### config.mk
export PLATFORM = sky130hd
export DESIGN_NAME = noc_vc_fifo
export DESIGN_NICKNAME = d
export VERILOG_FILES = /design/src/rtl/noc_vc_fifo_pkg.sv /design/src/rtl/noc_vc_fifo_chan_ctrl.sv /design/src/rtl/noc_vc_fifo.sv
export SDC_FILE = /design/constraint.sdc
export NUM_CORES = 1
export LEC_CHECK = 0
export CELL_PAD_IN_SITES_DETAIL_PLACEMENT = 1
export CELL_PAD_IN_SITES_GLOBAL_PLACEMENT = 2
export CORE_MARGIN = 3
export CORE_UTILIZATION = 30
export DETAILED_ROUTE_END_ITERATION = 6
export PLACE_DENSITY_LB_ADDON = 0.1
export SLEW_MARGIN = 20
export SYNTH_ARGS = -nofsm -noshare
export SYNTH_HDL_FRONTEND = slang
export SYNTH_SLANG_ARGS = --single-unit
### constraint.sdc
create_clock -name clk -period 4.35 [get_ports clk]
set_input_delay 0.87 -clock clk [delete_from_list [all_inputs] [get_ports clk]]
set_output_delay 0.87 -clock clk [all_outputs]
set_load 0.02 [all_outputs]
### src/rtl/noc_vc_fifo_pkg.sv
// noc_vc_fifo_pkg: shared types and helpers for the virtual-channel input buffer
package noc_vc_fifo_pkg;

    typedef logic [7:0] vc_id_t;

    typedef struct packed {
        logic empty;
        logic almost_full;
        logic full;
    } vc_flags_t;

    function automatic vc_flags_t count_to_flags(input int count, input int threshold, input int depth);
        vc_flags_t f;
        f.empty       = count == 0;
        f.almost_full = count >= threshold;
        f.full        = count == depth;
        return f;
    endfunction

endpackage

### src/rtl/noc_vc_fifo_chan_ctrl.sv
// noc_vc_fifo_chan_ctrl: occupancy, pointers, flags and sticky errors of one virtual channel
module noc_vc_fifo_chan_ctrl
    import noc_vc_fifo_pkg::*;
#(
    parameter int DEPTH              = 8,
    parameter int THRESHOLD          = DEPTH - 1,
    parameter int PUSH_WHEN_FULL_POP = 1,
    localparam int PW                = $clog2(DEPTH),
    localparam int CW                = $clog2(DEPTH + 1)
) (
    input  logic          clk,
    input  logic          rst,
    input  logic          clear_i,
    input  logic          push_i,
    input  logic          pop_i,
    output logic          push_ok_o,
    output logic          pop_ok_o,
    output logic [PW-1:0] wr_ptr_o,
    output logic [PW-1:0] rd_ptr_o,
    output logic [CW-1:0] count_o,
    output vc_flags_t     flags_o,
    output logic          overflow_o,
    output logic          underflow_o
);

    logic [PW-1:0] wr_ptr_q, wr_ptr_d, rd_ptr_q, rd_ptr_d;
    logic [CW-1:0] count_q, count_d;
    logic          overflow_q, overflow_d, underflow_q, underflow_d;

    assign flags_o     = count_to_flags(int'(count_q), THRESHOLD, DEPTH);
    assign pop_ok_o    = pop_i && !clear_i && !flags_o.empty;
    assign push_ok_o   = push_i && !clear_i && (!flags_o.full || (PUSH_WHEN_FULL_POP != 0 && pop_ok_o));
    assign wr_ptr_o    = wr_ptr_q;
    assign rd_ptr_o    = rd_ptr_q;
    assign count_o     = count_q;
    assign overflow_o  = overflow_q;
    assign underflow_o = underflow_q;

    // next state; a clear wins over any request to this channel and drops its errors
    always_comb begin
        wr_ptr_d    = clear_i ? '0 : wr_ptr_q + PW'(push_ok_o);
        rd_ptr_d    = clear_i ? '0 : rd_ptr_q + PW'(pop_ok_o);
        count_d     = clear_i ? '0 : count_q + CW'(push_ok_o) - CW'(pop_ok_o);
        overflow_d  = !clear_i && (overflow_q || (push_i && !push_ok_o));
        underflow_d = !clear_i && (underflow_q || (pop_i && flags_o.empty));
    end

    // channel state registers
    always_ff @(posedge clk) begin
        if (rst) begin
            wr_ptr_q    <= '0;
            rd_ptr_q    <= '0;
            count_q     <= '0;
            overflow_q  <= 1'b0;
            underflow_q <= 1'b0;
        end else begin
            wr_ptr_q    <= wr_ptr_d;
            rd_ptr_q    <= rd_ptr_d;
            count_q     <= count_d;
            overflow_q  <= overflow_d;
            underflow_q <= underflow_d;
        end
    end

endmodule

### src/rtl/noc_vc_fifo.sv
// noc_vc_fifo: per-VC input buffer sharing one storage array, with registered credit return
module noc_vc_fifo
    import noc_vc_fifo_pkg::*;
#(
    parameter int WIDTH              = 32,
    parameter int CHANNELS           = 4,
    parameter int DEPTH              = 8,
    parameter int THRESHOLD          = DEPTH - 1,
    parameter int PUSH_WHEN_FULL_POP = 1,
    localparam int VW                = CHANNELS > 1 ? $clog2(CHANNELS) : 1,
    localparam int CW                = $clog2(DEPTH + 1)
) (
    input  logic                   clk,
    input  logic                   rst,
    input  logic [CHANNELS-1:0]    i_clear,
    input  logic                   i_push,
    input  logic [VW-1:0]          i_push_vc,
    input  logic [WIDTH-1:0]       i_data,
    input  logic                   i_pop,
    input  logic [VW-1:0]          i_pop_vc,
    output logic [WIDTH-1:0]       o_data,
    output logic [CHANNELS-1:0]    o_empty,
    output logic [CHANNELS-1:0]    o_almost_full,
    output logic [CHANNELS-1:0]    o_full,
    output logic [CHANNELS*CW-1:0] o_count,
    output logic                   o_credit_valid,
    output logic [VW-1:0]          o_credit_vc,
    output logic [CHANNELS-1:0]    o_overflow,
    output logic [CHANNELS-1:0]    o_underflow
);

    localparam int NV = 1 << VW;
    localparam int PW = $clog2(DEPTH);

    logic [WIDTH-1:0] mem_q [NV*DEPTH];
    logic [PW-1:0]    wr_ptr [NV];
    logic [PW-1:0]    rd_ptr [NV];
    logic [NV-1:0]    push_ok, pop_ok, empty_all;
    logic             credit_valid_q;
    logic [VW-1:0]    credit_vc_q;

    // unused channel ids (CHANNELS not a power of two) read as permanently empty
    for (genvar c = 0; c < NV; c++) begin : g_vc
        if (c < CHANNELS) begin : g_ch
            vc_flags_t     flags;
            logic [CW-1:0] count;
            noc_vc_fifo_chan_ctrl #(
                .DEPTH(DEPTH),
                .THRESHOLD(THRESHOLD),
                .PUSH_WHEN_FULL_POP(PUSH_WHEN_FULL_POP)
            ) u_ctrl (
                .clk(clk),
                .rst(rst),
                .clear_i(i_clear[c]),
                .push_i(i_push && i_push_vc == VW'(c)),
                .pop_i(i_pop && i_pop_vc == VW'(c)),
                .push_ok_o(push_ok[c]),
                .pop_ok_o(pop_ok[c]),
                .wr_ptr_o(wr_ptr[c]),
                .rd_ptr_o(rd_ptr[c]),
                .count_o(count),
                .flags_o(flags),
                .overflow_o(o_overflow[c]),
                .underflow_o(o_underflow[c])
            );
            assign empty_all[c]       = flags.empty;
            assign o_empty[c]         = flags.empty;
            assign o_almost_full[c]   = flags.almost_full;
            assign o_full[c]          = flags.full;
            assign o_count[c*CW +: CW] = count;
        end else begin : g_pad
            assign push_ok[c]   = 1'b0;
            assign pop_ok[c]    = 1'b0;
            assign wr_ptr[c]    = '0;
            assign rd_ptr[c]    = '0;
            assign empty_all[c] = 1'b1;
        end
    end

    assign o_data         = empty_all[i_pop_vc] ? '0 : mem_q[{i_pop_vc, rd_ptr[i_pop_vc]}];
    assign o_credit_valid = credit_valid_q;
    assign o_credit_vc    = credit_vc_q;

    // shared storage written at {vc, wr_ptr}; contents are not reset
    always_ff @(posedge clk) begin
        if (|push_ok) mem_q[{i_push_vc, wr_ptr[i_push_vc]}] <= i_data;
    end

    // one credit per accepted pop, presented the cycle after the pop
    always_ff @(posedge clk) begin
        if (rst) begin
            credit_valid_q <= 1'b0;
            credit_vc_q    <= '0;
        end else begin
            credit_valid_q <= |pop_ok;
            if (|pop_ok) credit_vc_q <= i_pop_vc;
        end
    end

endmodule

* Yosys cells after proc, flatten, opt, wreduce, memory -nomap -nowiden *
Memory sizes are Yosys's and may differ from the RTL's.
Index checks and enable logic that the tools add are counted.

operators by class
  equality and inequality tests = 10
  order comparisons = 7
  add/subtract/negate cells = 16
  reductions and logical operators = 80
  muxes and demuxes = 11
  bitwise logic cells = 2

operators by type and width
  operator              number
  $logic_and A1 B1 Y1   40
  $mux W32              1
  $add A3 B1 Y3         8
  $add A4 B1 Y4         4
  $eq A4 B4 Y1 const B  4
  $ge A4 B3 Y1 const B  4
  $logic_not A1 Y1      16
  $logic_not A4 Y1      4
  $sub A4 B1 Y4         4
  $bmux W3 S2           2
  $logic_or A1 B1 Y1    12
  $mux W3               4
  $eq A2 B2 Y1 const B  4
  $reduce_or A2 Y1      4
  $reduce_or A4 Y1      2
  $ge A3 B3 Y1 const B  2
  $not A2 Y3            2
  $eq A2 B1 Y1 const B  2
  $logic_not A2 Y1      2
  $lt A2 B3 Y1 const B  1
  $mux W1               3
  $bmux W1 S2           1

word-level totals
  input port bits = 44
  output and inout port bits = 71
  RAM bits = 1024
  memories kept = 1
  bits in registers = 51

memories
  memory  words  bits a word  rd ports  clocked after Yosys merged registers in  wr ports  RTL line           RTL
  mem_q   32     32           1         0                                        1         noc_vc_fifo.sv:35  logic [WIDTH-1:0] mem_q [NV*DEPTH];

* Logic depth before layout (Yosys ltp) *
Gate-level depths: netlist of run 1.

  word-level depth = 10
  mapped depth = 13
  depth with buffers taken out = 13

* Modules after synthesis *
Synthesis of run 1 repeated with hierarchy kept, for this count alone.

unflattened totals
  cells, all modules = 2800
  area, all modules = 42640.9 sq um

by module, submodules not included
  module                 cells an instance  area each (sq um)  times used
  noc_vc_fifo            2556               40168.5            1
  noc_vc_fifo_chan_ctrl  61                 618.1              4

* Least setup slack after synthesis of run 1 *
No wires, ideal clock.

  path kind = input-to-reg
  start point = input i_pop_vc[0]
  end point = memory mem_q[28][0], enable pin
  required time = 3929 ps
  buffers on the path = 3
  cell stages on the path = 9
  slack = 143 ps
  data arrival time = 3786 ps
  setup time = 421 ps
  cell sequence = buf_6 buf_4 nand2_1 or3b_1 a211o_1 a41oi_1 nand2b_1 clkbuf_1 nor2_1

on the way
  word-level cells in the longest chain between the ends = 9
  elaborated cells between the ends (all ways) = 27

RTL lines
  element                               RTL line                     RTL
  start, declared                       noc_vc_fifo.sv:20            input logic [VW-1:0] i_pop_vc,
  $eq A2 B1 Y1 (tied with other cells)  noc_vc_fifo.sv:56            .pop_i(i_pop && i_pop_vc == VW'(c)),
  $logic_and A1 B1 Y1                   noc_vc_fifo.sv:56
  $logic_and A1 B1 Y1 (2 in a row)      noc_vc_fifo_chan_ctrl.sv:31  assign pop_ok_o = pop_i && !clear_i && !flags_o.empty;
  $logic_or A1 B1 Y1                    noc_vc_fifo_chan_ctrl.sv:32  assign push_ok_o = push_i && !clear_i && (!flags_o.full || (PUSH_WHEN_FULL_POP != 0 && pop_ok_o));
  $logic_and A1 B1 Y1                   noc_vc_fifo_chan_ctrl.sv:32
  $reduce_or A4 Y1 *                    noc_vc_fifo.sv:86            if (|push_ok) mem_q[{i_push_vc, wr_ptr[i_push_vc]}] <= i_data;
  $mux W1 *                             noc_vc_fifo.sv:86
  $mux W1 (implied by the code) *       noc_vc_fifo.sv:86
  end, declared                         noc_vc_fifo.sv:35

Every way passes the cells marked *; elsewhere a longest branch is shown, timed or not.

* Worst setup path after layout of run 1 *
  start point = input i_pop_vc[0]
  end point = output o_data[28]

on the way
  word-level cells in the longest chain between the ends = 6
  elaborated cells between the ends (all ways) = 8

RTL lines
  element                                     RTL line           RTL
  $not A2 Y3 (implied by the code)            noc_vc_fifo.sv:80  assign o_data = empty_all[i_pop_vc] ? '0 : mem_q[{i_pop_vc, rd_ptr[i_pop_vc]}];
  $bmux W3 S2                                 noc_vc_fifo.sv:80
  $mux W3 (implied by the code) (2 in a row)  noc_vc_fifo.sv:80
  $mem_v2 Z32 W32                             --
  $mux W32 *                                  noc_vc_fifo.sv:80
  end, declared                               noc_vc_fifo.sv:21  output logic [WIDTH-1:0] o_data,

Every way passes the cells marked *; elsewhere a longest branch is shown, timed or not. The select of a mux whose other input is x is not followed.

==> results.md, run 1 <==
- The run finished, with violations left.
- The checks that failed: negative setup slack.
- The area of the core is 140000 um2.
- The sum of overflow across all layers after global routing is 0.
- The post-layout instance count excluding filler cells is 5079.
- The synthesized netlist contains 46 unique library cells.
- The via count of the first global-routing pass is 27650.
- In the layout the commonest cells are sky130_fd_sc_hd__edfxtp_1 (1024), sky130_fd_sc_hd__nand2_1 (361), sky130_fd_sc_hd__buf_4 (251), sky130_fd_sc_hd__clkbuf_16 (126), sky130_fd_sc_hd__mux2i_1 (123).
- After global routing, the most crowded layer is met2.
- In this run the critical register-to-register path is captured at mem_q[22][21].
- Setup total negative slack on the finished layout was measured at -63.36 ps.
- The number of hold violations in the final report came to 0.
- Synthesis produced a netlist whose cell count is roughly 2600.
- 115 I/O pins were placed.
- The die covers 146100 um2.
- The clock skew is 28.28 ps.
- The pin count of the biggest net entering global routing is 36.
- The total detailed-routing wirelength is 156.4 mm.
- Counting along the longest clock path gives a buffer depth of 3.
- After floorplanning, the core was divided into 137 placement rows.
- The most common cell after layout, fill and taps aside is sky130_fd_sc_hd__edfxtp_1.
- The number of antenna-violating nets in the routed design is 0.
- The met3 track demand over resource is 0.03132.
- For this run, the number of Yosys warnings is 0.
- Along the worst path, the maximum fanout reaches 14.
- The total placed cells including tap cells is 4756.
- The die extent in x is 382.2 um.
- The iteration count of the initial detailed-routing pass is 5.
- The half-perimeter wire length after detailed placement is 92.14 mm.
- The routed layout has 26070 vias.
- The worst setup slack after layout is -26.42 ps.
- The die is ~380 um tall.
- For the pin with the worst max-slew slack, the measured transition is 1093 ps.
- The worst register-to-register path begins at g_vc[3].g_ch.u_ctrl.count_o[2].
- The reported leakage power is 18.58 nW.
- Setup violations remaining at the end of the flow were counted as 6.
- The internal reg-to-reg setup slack is 1100 ps.
- TritonCTS built the clock tree.
- For this run, global-route usage on met1 was measured as 0.2811.
- The start-to-end type of the worst setup path is in2out.
- The register clock-pin slew on the reported worst setup and hold paths is about 60 ps.
- The most critical setup path has its startpoint at i_pop_vc[0].
- The initial antenna violation count came to 6.
- The initial core utilization is 0.3031.
- The flop and latch count out of synthesis is 1075.
- The number of instances on the worst hold path is 2.
- The clock sink count is around 1100.
- In the routed design, unresolved DRC markers number 0.
- For the worst flop-to-flop path, the logic depth is 11.
- The sequential cell area fraction in the yosys report is 0.7483.
- Clock tree synthesis inserted a total of 121 buffers.
- The H-tree was split into 3 levels.
- Dividing the detail-routed wire length by the instance count gives 30.79 um.
- The net count of the finished layout is roughly 3200.
- The violation count after the first detailed-routing iteration is 1729.
- The arrival time at the worst endpoint is between 3000 and 4000 ps.
- The clock reaches the later pin of the worst-skew pair after 750 ps.
- Power spread over the standard cell area amounts to 392.5 nW/um2.
- The area growth from synthesis to layout is 33.04%.
- The min-delay analysis places its worst path in the category reg2reg.
- The global placer's final weighted congestion is between 0.7 and 0.8.
- In the global route stage, met2 resource usage came out at 0.3543.
- The master cell of the clock root buffer is sky130_fd_sc_hd__clkbuf_16.
- The first global-routing pass estimated between 200 and 250 mm of wire.
- The max-cap violation count is 0.
- The kind of capture point of the worst setup path is a primary output.
- Static timing analysis puts the maximum clock frequency at around 0.23 GHz.
- The data required time of the critical path is 3480 ps.
- In the global route stage, overall resource usage came out at 0.2104.
- The startpoint type of the worst setup path is a primary input.
- In the finished design, the share of the clock period the worst path needs comes to 1.006.
- Measured against its own limit, the worst slew margin works out to 0.2688.
- The post-synthesis net count is 2715.
- The worst-case vdd ir drop is 0.3155 mV.
- In this run the worst setup path terminates at o_data[28].
- Setup repair after global routing could not meet its margin everywhere.
- The number of max-slew violations in the final report is 0.
- The fraction of final layout cells sized beyond drive strength 1 is 0.3173.
- The via-per-instance ratio is around 5.1.
- The post-synthesis instance area is between 40000 and 50000 um2.
- The count of buffers from port buffering is 114.
- After layout, the minimum clock period comes to 4376 ps.
- The average instance area after synthesis is 16.17 um2.
kinds of logic after synthesis:
group | count (synthesis) | synth area share
AND/OR/NAND/NOR | 668 | 0.07218
flip-flops | 1075 | 0.7483
XOR/XNOR | 16 | 0.003301
AO/OA/AOI/OAI | 385 | 0.06272
buffers and inverters | 195 | 0.02101
multiplexers | 242 | 0.07848
adder cells (fa/ha/maj) | 45 | 0.01397
worst max-delay path: stages:
cell,delay [ps]
sky130_fd_sc_hd__buf_4,140
sky130_fd_sc_hd__buf_6,130
sky130_fd_sc_hd__mux4_4,690
sky130_fd_sc_hd__buf_12,190
sky130_fd_sc_hd__nand2b_2,230
sky130_fd_sc_hd__buf_6,200
sky130_fd_sc_hd__o21ai_1,210
sky130_fd_sc_hd__a2111oi_2,70
sky130_fd_sc_hd__buf_4,140
sky130_fd_sc_hd__nor4_2,310
sky130_fd_sc_hd__buf_4,170
sky130_fd_sc_hd__buf_4,130
cell usage after synthesis, drive strengths merged:
cell type	n	area (um2)
and2	22	137.6
o21ai	36	180.2
o22a	1	8.760
nand3b	5	37.54
nor2	74	277.8
o2bb2ai	29	254.0
mux2	41	461.7
o211ai	31	232.7
inv	24	90.09
a21oi	39	195.2
edfxtp	1024	30750
nand4	1	6.260
dfxtp	51	1021
a221oi	32	280.3
a211oi	33	247.7
fa	4	80.08
nor2b	38	237.7
a21o	4	30.03
a41oi	3	26.28
mux2i	133	1339
nand3	68	340.3
xor2	2	17.52
nand2b	7	43.79
a211o	4	35.03
buf	87	486.7
a31oi	103	644.4
ha	41	513.0
nor4	31	193.9
nor3	7	35.03
nor3b	9	67.56
a2111oi	34	297.8
nor4b	29	254.0
or3b	1	8.760
xnor2	14	122.6
clkbuf	84	315.3
a32oi	1	8.760
or2	4	25.02
nand2	371	1393
or3	1	6.260
mux4	68	1531
o31ai	2	15.01
o22ai	33	206.5
cell type report:
cell class / count / area, um2
Fill cell: 13770 / 83560
Sequential cell: 1075 / 31790
Multi-Input combinational cell: 1356 / 12160
Timing Repair Buffer: 522 / 6183
Clock buffer: 144 / 3114
Tap cell: 1876 / 2347
Clock inverter: 81 / 799.5
Inverter: 24 / 90.09
Antenna cell: 1 / 2.502
metrics by stage:
step                  util  total power (W)  hold slack [ps]  setup slack [ps]  cell area (um2)
finish              0.4033          0.02217            462.3            -26.42            56480
detailed placement  0.3466          0.01213            455.2            -658.6            48540
global route        0.4033          0.02287            532.1            -153.8            56480
global placement    0.3468          0.01212            461.3            -854.6            48570
CTS                 0.3974          0.02245            466.7            -153.3            55650
floorplan                -          0.01173            438.0             143.3            42450
how the worst min path moves through the flow:
stage                              startpoint                             end  slack, ps
2_1_floorplan  g_vc[0].g_ch.u_ctrl.overflow_o  g_vc[0].g_ch.u_ctrl.overflow_o        440
3_3_place_gp   g_vc[3].g_ch.u_ctrl.overflow_o  g_vc[3].g_ch.u_ctrl.overflow_o        460
3_5_place_dp                   o_credit_vc[1]                  o_credit_vc[1]        460
4_1_cts                        o_credit_vc[1]                  o_credit_vc[1]        470
5_1_grt        g_vc[3].g_ch.u_ctrl.overflow_o  g_vc[3].g_ch.u_ctrl.overflow_o        530
6_report                       o_credit_vc[1]                  o_credit_vc[1]        460
power by group:
part / internal (W) / switching [W]
combinational: 0.000174 / 0.000416
sequential: 0.0114 / 0.0000104
clock: 0.00596 / 0.00425
registers in the layout, indices dropped and copies added, names as in the netlist:
register,count
o_credit_vc,2
o_credit_valid,1
g_vc.g_ch.u_ctrl.underflow_o,4
g_vc.g_ch.u_ctrl.count_o,16
g_vc.g_ch.u_ctrl.wr_ptr_o,12
g_vc.g_ch.u_ctrl.overflow_o,4
mem_q,1024
g_vc.g_ch.u_ctrl.rd_ptr_o,12
per-layer routing:
metal | share of wire | vias up
li1 | - | 11260
met1 | 0.44 | 14000
met2 | 0.49 | 571
met3 | 0.037 | 239
met4 | 0.028 | 4
met5 | 0.00017 | -
repair_timing:
item	4_1_cts	5_1_grt
pin swaps	68	60
endpoints found under the setup margin	32	32
cloned	23	5
hold buffers	0	0
buffers inserted	70	36
resized for setup	410	150
Note: power is estimated with default switching activity, not from simulation.
==> run 2, diff against run 1 <==
--- a/config.mk
+++ b/config.mk
@@ -11,6 +11,7 @@
 export CORE_UTILIZATION = 30
 export DETAILED_ROUTE_END_ITERATION = 6
 export PLACE_DENSITY_LB_ADDON = 0.1
+export SKIP_CTS_REPAIR_TIMING = 1
 export SLEW_MARGIN = 20
 export SYNTH_ARGS = -nofsm -noshare
 export SYNTH_HDL_FRONTEND = slang
==> run 2 against run 1 <==
The flow still finishes with violations (negative setup slack). Via count is 1.0% lower. Sequential power hardly changed. Clock skew is 2.6 ps lower. Power is 0.15% lower. Critical path depth is 2 lower. Cell count is 0.39% lower. Setup slack worse by 54 ps. Non-clock buffer count is 20 lower. Wire length is 1.5% lower. Sequential share of layout area is 1.0 points higher. First-iteration DRC count is 0.17% higher. Critical endpoint is now o_data[10]. Largest cell class unchanged. Largest power group unchanged. Highest routed layer is now met4.
==> results.md, run 2 (synthesis results as in run 1) <==
- The via count is 25800 (-1.0%).
- The shortest clock period the worst path allows after layout is 4430 ps (+54.00 ps).
- The buffer and inverter count on the worst path is 5 (-2).
- The latest clock arrival within the worst-skew pair is 740 ps (about the same).
- The signal on the critical path passes through mux4_4 -> buf_12 -> buf_16 -> buf_16 -> buf_12 -> mux2i_1 -> o22ai_1 -> nor4b_2 -> nor4_4 -> buf_4.
- The startpoint type of the worst setup path is a flop.
- The delay contributed by the slowest stage of the critical path is 660 ps (-30 ps).
- The iteration count of the initial detailed-routing pass is 5 (unchanged).
- The data required time of the critical path is 3480 ps (about the same).
- Relative to the synthesized area, the layout overhead comes to 30.67%.
- The H-tree depth reported by CTS came to 3 (unchanged).
- The worst slack at placement was -658.6 ps (unchanged).
- The total CTS buffers is 121 (unchanged).
- The number of antenna-violating nets in the routed design is 0 (unchanged).
- The final-report setup violation count is 20 (+14).
- The highest net fanout along the worst path came to 9 (-5).
- The half-perimeter wire length after detailed placement is 92.14 mm (unchanged).
- The master cell of the clock root buffer is sky130_fd_sc_hd__clkbuf_16.
- The path length in cells of the critical path was 10 (-2).
- The run finished, with violations left.
- The worst-case vdd ir drop is 0.3112 mV (-1.4%).
- The slew at the pin closest to its max-slew limit is 1061 ps (-32.23 ps).
- The number of hold violations in the final report was 0 (unchanged).
- The kind of capture point of the worst setup path is a primary output.
- The launch point of the worst reg-to-reg path is g_vc[3].g_ch.u_ctrl.count_o[2].
- The worst setup slack after layout is -80.41 ps (-54.00 ps).
- The area of the core is 140000 um2 (unchanged).
- The global placer's final weighted congestion was 0.7518 (unchanged).
- The buffer levels on the longest clock path is 3 (unchanged).
- In the layout the commonest cells are sky130_fd_sc_hd__edfxtp_1 (1024), sky130_fd_sc_hd__nand2_1 (364), sky130_fd_sc_hd__buf_4 (249), sky130_fd_sc_hd__clkbuf_16 (141), sky130_fd_sc_hd__mux2i_1 (123).
- The final reports fail on negative setup slack.
- The via-per-instance ratio is 5.100 (-0.65%).
- The flip-flop count of the largest register, all copies and words added is 1024 (unchanged).
- The path depth of the worst reg2reg path is 11 (unchanged).
- The max-cap violation count was 0 (unchanged).
- The layout filler cell count is 13820 (+0.41%).
- The clock skew was 25.70 ps (-2.575 ps).
- Among all stages on the critical path, the largest delay is contributed by sky130_fd_sc_hd__mux4_4.
- The number of max-slew violations in the final report is 0 (unchanged).
- The initial core utilization came to 0.3031 (unchanged).
- The start-to-end type of the worst setup path is reg2out.
- Broken down by cell family, the worst path's largest delay share belongs to buffers and inverters.
- TritonCTS built the clock tree.
- The number of remaining DRC errors is 0 (unchanged).
- The reported leakage power came to 18.23 nW (-1.9%).
- The fraction of final layout cells sized beyond drive strength 1 is 0.2957 (-0.02158).
- The wire length per cell is 30.43 um (-1.2%).
- The worst hold slack after final layout is 466.2 ps (+3.890 ps).
- The total detailed-routing wirelength is 154.0 mm (-1.5%).
- The highest clock frequency the design can meet came to 0.2257 GHz (-1.2%).
- The sum of overflow across all layers after global routing is 0 (unchanged).
- The share of the cycle needed by the critical path after routing was 1.018 (+0.01241).
- The number of instances on the worst hold path was 2 (unchanged).
- The library cell used most frequently in the layout, excluding fill and tap cells, is sky130_fd_sc_hd__edfxtp_1.
- The relative slew slack was 0.2903 (+0.02155).
- The register clock-pin slew on the reported worst setup and hold paths is 60 ps (about the same).
- The arrival time at the worst endpoint is 3560 ps (+50 ps).
- Setup repair after global routing could not meet its margin everywhere.
- The initial antenna violation count is 8 (+2).
- The hold path startpoint is o_credit_vc[1].
- The count of buffers from port buffering is 114 (unchanged).
- The die extent in y is 382.2 um (unchanged).
- The pin count of the biggest net entering global routing is 58 (+61%).
- The violation count after the first detailed-routing iteration is 1732 (+0.17%).
- The top-level port count is 115 (unchanged).
- The row count is 137 (unchanged).
- The die outline area is 146100 um2 (unchanged).
- The global routing usage summed across all routing layers is 0.2000 (-0.01039).
- The power density over the cells came to 399.0 nW/um2 (+1.7%).
- The via count of the first global-routing pass is 26920 (-2.6%).
- The die extent in x was 382.2 um (unchanged).
- The class of the worst hold path is reg2reg.
- The global-route wire length before repair is 208.0 mm (-3.7%).
- The origin of the worst setup path is g_vc[3].g_ch.u_ctrl.rd_ptr_o[1].
- The clock sink count came to 1075 (unchanged).
- The total number of nets in the final design is 3169 (-0.63%).
[run 2: cell count changes in the layout (fill, tap and decap cells not counted), moves of 6 or more]
cell,before,now
sky130_fd_sc_hd__a221oi_1,4,12
sky130_fd_sc_hd__a31oi_1,83,90
sky130_fd_sc_hd__buf_12,95,78
sky130_fd_sc_hd__buf_16,23,10
sky130_fd_sc_hd__buf_8,9,16
sky130_fd_sc_hd__bufbuf_16,8,0
sky130_fd_sc_hd__clkbuf_16,126,141
sky130_fd_sc_hd__nor4_4,17,11
sky130_fd_sc_hd__o2bb2ai_1,19,27
sky130_fd_sc_hd__o2bb2ai_2,10,2
[run 2: power breakdown]
| group | switching [W] | internal [W] |
|---|---|---|
| sequential | 0.0000101 | 0.0114 |
| combinational | 0.000407 | 0.000167 |
| clock | 0.00423 | 0.00596 |
[run 2: final cells by class]
cell class                      instances  area, um2  share of cell area
Multi-Input combinational cell       1356      11670              0.2104
Timing Repair Buffer                  502       5662              0.1021
Inverter                               24      90.09            0.001624
Antenna cell                            1      2.502          0.00004511
Clock inverter                         81      799.5             0.01441
Sequential cell                      1075      31790              0.5730
Tap cell                             1876       2347             0.04231
Clock buffer                          144       3114             0.05614
[run 2: through the flow]
stage / cell area [um2] / utilization / setup TNS, ps / total power [W] / cells
final: 55470 / 0.3961 / -671.2 / 0.02214 / 5059
after global routing: 55470 / 0.3961 / -4086 / 0.02285 / 5059
after CTS: 52460 / 0.3746 / -17200 / 0.02239 / 4981
after detailed placement: 48540 / 0.3466 / -20730 / 0.01213 / 4756
after global placement: 48570 / 0.3468 / -18660 / 0.01212 / 4756
after floorplan: 42450 / - / 0 / 0.01173 / 2626
[run 2: path summary, 6_finish.rpt]
| path | endpoint | slack [ps] |
|---|---|---|
| worst max-delay path | o_data[10] | -80 |
| worst min register to register | o_credit_vc[1] | 470 |
| worst max register to register | mem_q[22][13] | 1060 |
| worst min-delay path | o_credit_vc[1] | 470 |
[run 2: tightest hold or removal path, cell delays in order (launching register included)]
cell and delay (ps):
sky130_fd_sc_hd__dfxtp_1 310, sky130_fd_sc_hd__inv_1 50, sky130_fd_sc_hd__a211oi_1 50
[run 2: per-layer routing]
layer	global-route usage	vias to the layer above	share of wire
met5	0	-	0
met4	0.04680	0	0.024
met3	0.02475	211	0.034
met2	0.3394	507	0.49
met1	0.2735	13890	0.45
li1	-	11200	-
==> run 3, diff against run 2 <==
--- a/config.mk
+++ b/config.mk
@@ -7,7 +7,7 @@
 export LEC_CHECK = 0
 export CELL_PAD_IN_SITES_DETAIL_PLACEMENT = 1
 export CELL_PAD_IN_SITES_GLOBAL_PLACEMENT = 2
-export CORE_MARGIN = 3
+export CORE_MARGIN = 2
 export CORE_UTILIZATION = 30
 export DETAILED_ROUTE_END_ITERATION = 6
 export PLACE_DENSITY_LB_ADDON = 0.1
==> run 3 against run 2 <==
The flow still finishes with violations (negative setup slack). Global-route usage grew 0.13 points. Power decreased by 1.1%. Clock skew rose by 0.96 ps. Count of clock-buffer cells in the layout increased by 2. Cell count increased by 0.91%. Wire length shrank 2.3%. Utilization is essentially flat. Largest cell class unchanged.
==> results.md, run 3 (synthesis results as in run 1) <==
- Walking the worst path, the cells encountered are mux4_4 -> buf_12 -> buf_16 -> buf_8 -> mux4_2 -> a221oi_2 -> buf_4 -> nor4_4 -> buf_4.
- The global-route wire length before repair is 207.0 mm (-0.50%).
- The number of antenna-violating nets in the routed design is 0 (unchanged).
- The pin count of the biggest net entering global routing is 37 (-36%).
- The die outline area came to 144500 um2 (-1.0%).
- The fraction of final layout cells sized beyond drive strength 1 was 0.3066 (+0.01084).
- The most common cell after layout, fill and taps aside is sky130_fd_sc_hd__edfxtp_1.
- The worst setup path is launched from a flop.
- The via-per-instance ratio came to 5.082 (-0.35%).
- The total detailed-routing wirelength was 150.5 mm (-2.3%).
- In the layout the commonest cells are sky130_fd_sc_hd__edfxtp_1 (1024), sky130_fd_sc_hd__nand2_1 (367), sky130_fd_sc_hd__buf_4 (271), sky130_fd_sc_hd__clkbuf_16 (137), sky130_fd_sc_hd__mux2i_1 (129).
- The worst setup slack after layout came to -218.2 ps (-137.8 ps).
- The highest clock frequency the design can meet is 0.2189 GHz (-3.0%).
- The worst slack at placement was -755.2 ps (-96.69 ps).
- The internal reg-to-reg setup slack is 1170 ps (+110 ps).
- The final-report setup violation count was 28 (+40%).
- The flow ran to the end, but the final reports show violations.
- The total negative slack is -1781 ps (-1109 ps).
- The cell occurring most often along the worst timing path is sky130_fd_sc_hd__buf_4.
- The critical path is of the reg2out type.
- The global placer's final weighted congestion is 0.7686 (+2.2%).
- The wire length per cell is 29.47 um (-3.1%).
- The flip-flop count of the largest register, all copies and words added is 1024 (unchanged).
- The violation count after the first detailed-routing iteration is 1597 (-7.8%).
- The arrival time at the worst endpoint is 3700 ps (+140 ps).
- The number of hold violations in the final report came to 0 (unchanged).
- The register clock-pin slew on the reported worst setup and hold paths is 60 ps (about the same).
- The number of max-slew violations in the final report came to 0 (unchanged).
- The half-perimeter wire length after detailed placement is 95.88 mm (+4.1%).
- The worst-case vdd ir drop was 0.3834 mV (+23%).
- The via count of the first global-routing pass is 27100 (+0.65%).
- The final reports fail on negative setup slack.
- The post-layout instance count excluding filler cells is 5105 (+0.91%).
- The global routing usage summed across all routing layers is 0.2013 (+0.001349).
- The via count is 25950 (+0.56%).
- The initial antenna violation count was 6 (-2).
- met2 is the most crowded layer.
- Setup repair after global routing could not meet its margin everywhere.
- The largest individual stage delay along the critical path comes from the cell sky130_fd_sc_hd__mux4_4.
- The top-level port count is 115 (unchanged).
- The global-route track usage on met1 is 0.2680 (-0.005530).
- The met2 demand-to-capacity share in global routing is 0.3380 (-0.001320).
- The data required time of the critical path is 3480 ps (about the same).
- The count of buffers from port buffering came to 114 (unchanged).
- The reported leakage power is 18.43 nW (+1.1%).
- The total power consumption of the routed design is 0.02188 W (-1.1%).
- The layout filler cell count is 13920 (+0.72%).
- The delay contributed by the slowest stage of the critical path is 710 ps (+50 ps).
- The slew at the pin closest to its max-slew limit is 1079 ps (+18.20 ps).
- The endpoint of the worst-slack reg-to-reg timing path is mem_q[14][6].
- The clock tree from TritonCTS is yes.
- The H-tree depth reported by CTS is 3 (unchanged).
- The synthesis-to-finish area growth is 31.70%.
- The row count is 138 (+0.73%).
- The max-cap violation count is 0 (unchanged).
- The number of remaining DRC errors is 0 (unchanged).
- The initial core utilization was 0.3010 (-0.002197).
- The path class of the tightest hold or removal check is reg2reg.
- The post-layout utilization of the core came to 0.3964 (about the same).
- Tracing the worst setup path back leads to its startpoint at g_vc[3].g_ch.u_ctrl.rd_ptr_o[0].
- The number of instances on the worst hold path was 2 (unchanged).
- The total CTS buffers was 120 (-0.83%).
- The clock skew is 26.67 ps (+0.9643 ps).
- The highest net fanout along the worst path is 8 (-1).
- The startpoint identified for the worst register-to-register timing path is g_vc[3].g_ch.u_ctrl.count_o[2].
- The latest clock arrival within the worst-skew pair was 740 ps (about the same).
- The power density over the cells is 391.3 nW/um2 (-1.9%).
- The buffer levels on the longest clock path is 3 (unchanged).
- The sum of overflow across all layers after global routing is 0 (unchanged).
- The total placed cells including tap cells is 4800 (+0.93%).
- The clock sink count is 1075 (unchanged).
- The kind of capture point of the worst setup path is a primary output.
- The path depth of the worst reg2reg path came to 11 (unchanged).
- The met3 track demand over resource was 0.03322 (+0.008467).
- The iteration count of the initial detailed-routing pass was 7 (+2).
- The worst min-delay path endpoint is g_vc[2].g_ch.u_ctrl.overflow_o.
- The shortest clock period the worst path allows after layout came to 4568 ps (+137.8 ps).
- The hold path startpoint is g_vc[2].g_ch.u_ctrl.overflow_o.
- The relative slew slack is 0.2782 (-0.01217).
- The share of the cycle needed by the critical path after routing came to 1.050 (+0.03167).
- The total number of nets in the final design is 3199 (+0.95%).
- The die extent in x is 380.2 um (-0.52%).
- The area of the core is 141100 um2 (+0.73%).
- The die extent in y is 380.2 um (-0.52%).
- The master cell of the clock root buffer is sky130_fd_sc_hd__clkbuf_16.
run 3: area by class of cell:
type                       instances  area (um2)  area share
clock inverter                    79       668.1     0.01195
inverter                          24       90.09    0.001611
multi-input combinational       1356       11750      0.2101
sequential                      1075       31790      0.5686
tap                             1890        2365     0.04229
clock buffer                     146        3143     0.05621
antenna                            2       5.005  0.00008951
timing repair buffer             533        6101      0.1091
run 3: power breakdown:
group | total (W) | internal [W] | switching (W)
Sequential | 0.0114 | 0.0114 | 0.00000975
Clock | 0.00994 | 0.00571 | 0.00423
Combinational | 0.000572 | 0.000168 | 0.000404
Total | 0.0219 | 0.0172 | 0.00465
run 3: per-stage QoR:
| step | hold WS (ps) | cell area, um2 |
|---|---|---|
| finish | 486.7 | 55910 |
| global route | 532.9 | 55910 |
| CTS | 493.9 | 53030 |
| detailed placement | 478.3 | 49220 |
| global placement | 474.3 | 49230 |
| floorplan | 438.0 | 42450 |
run 3: critical path, delay by kind of cell, from the launching register on:
family                 cells  cell delay [ps]
buffers and inverters      5              920
muxes                      2             1070
AOI/OAI and AO/OA          1               80
and+or+nand+nor            1              500
DFF                        1              350
run 3: how the worst max path moves through the flow:
stage / to / slack (ps) / cells after the start
2_1_floorplan: mem_q[28][0] / 140 / 9
3_3_place_gp: o_data[3] / -910 / 11
3_5_place_dp: o_data[3] / -760 / 11
4_1_cts: o_data[3] / -860 / 11
5_1_grt: o_data[31] / -250 / 10
6_report: o_data[31] / -220 / 9
run 3: per-layer routing:
metal | wire length (um) | share of wire
met5 | 13 | 0.000086
met4 | 3831 | 0.025
met3 | 5432 | 0.036
met2 | 73710 | 0.49
met1 | 67480 | 0.45
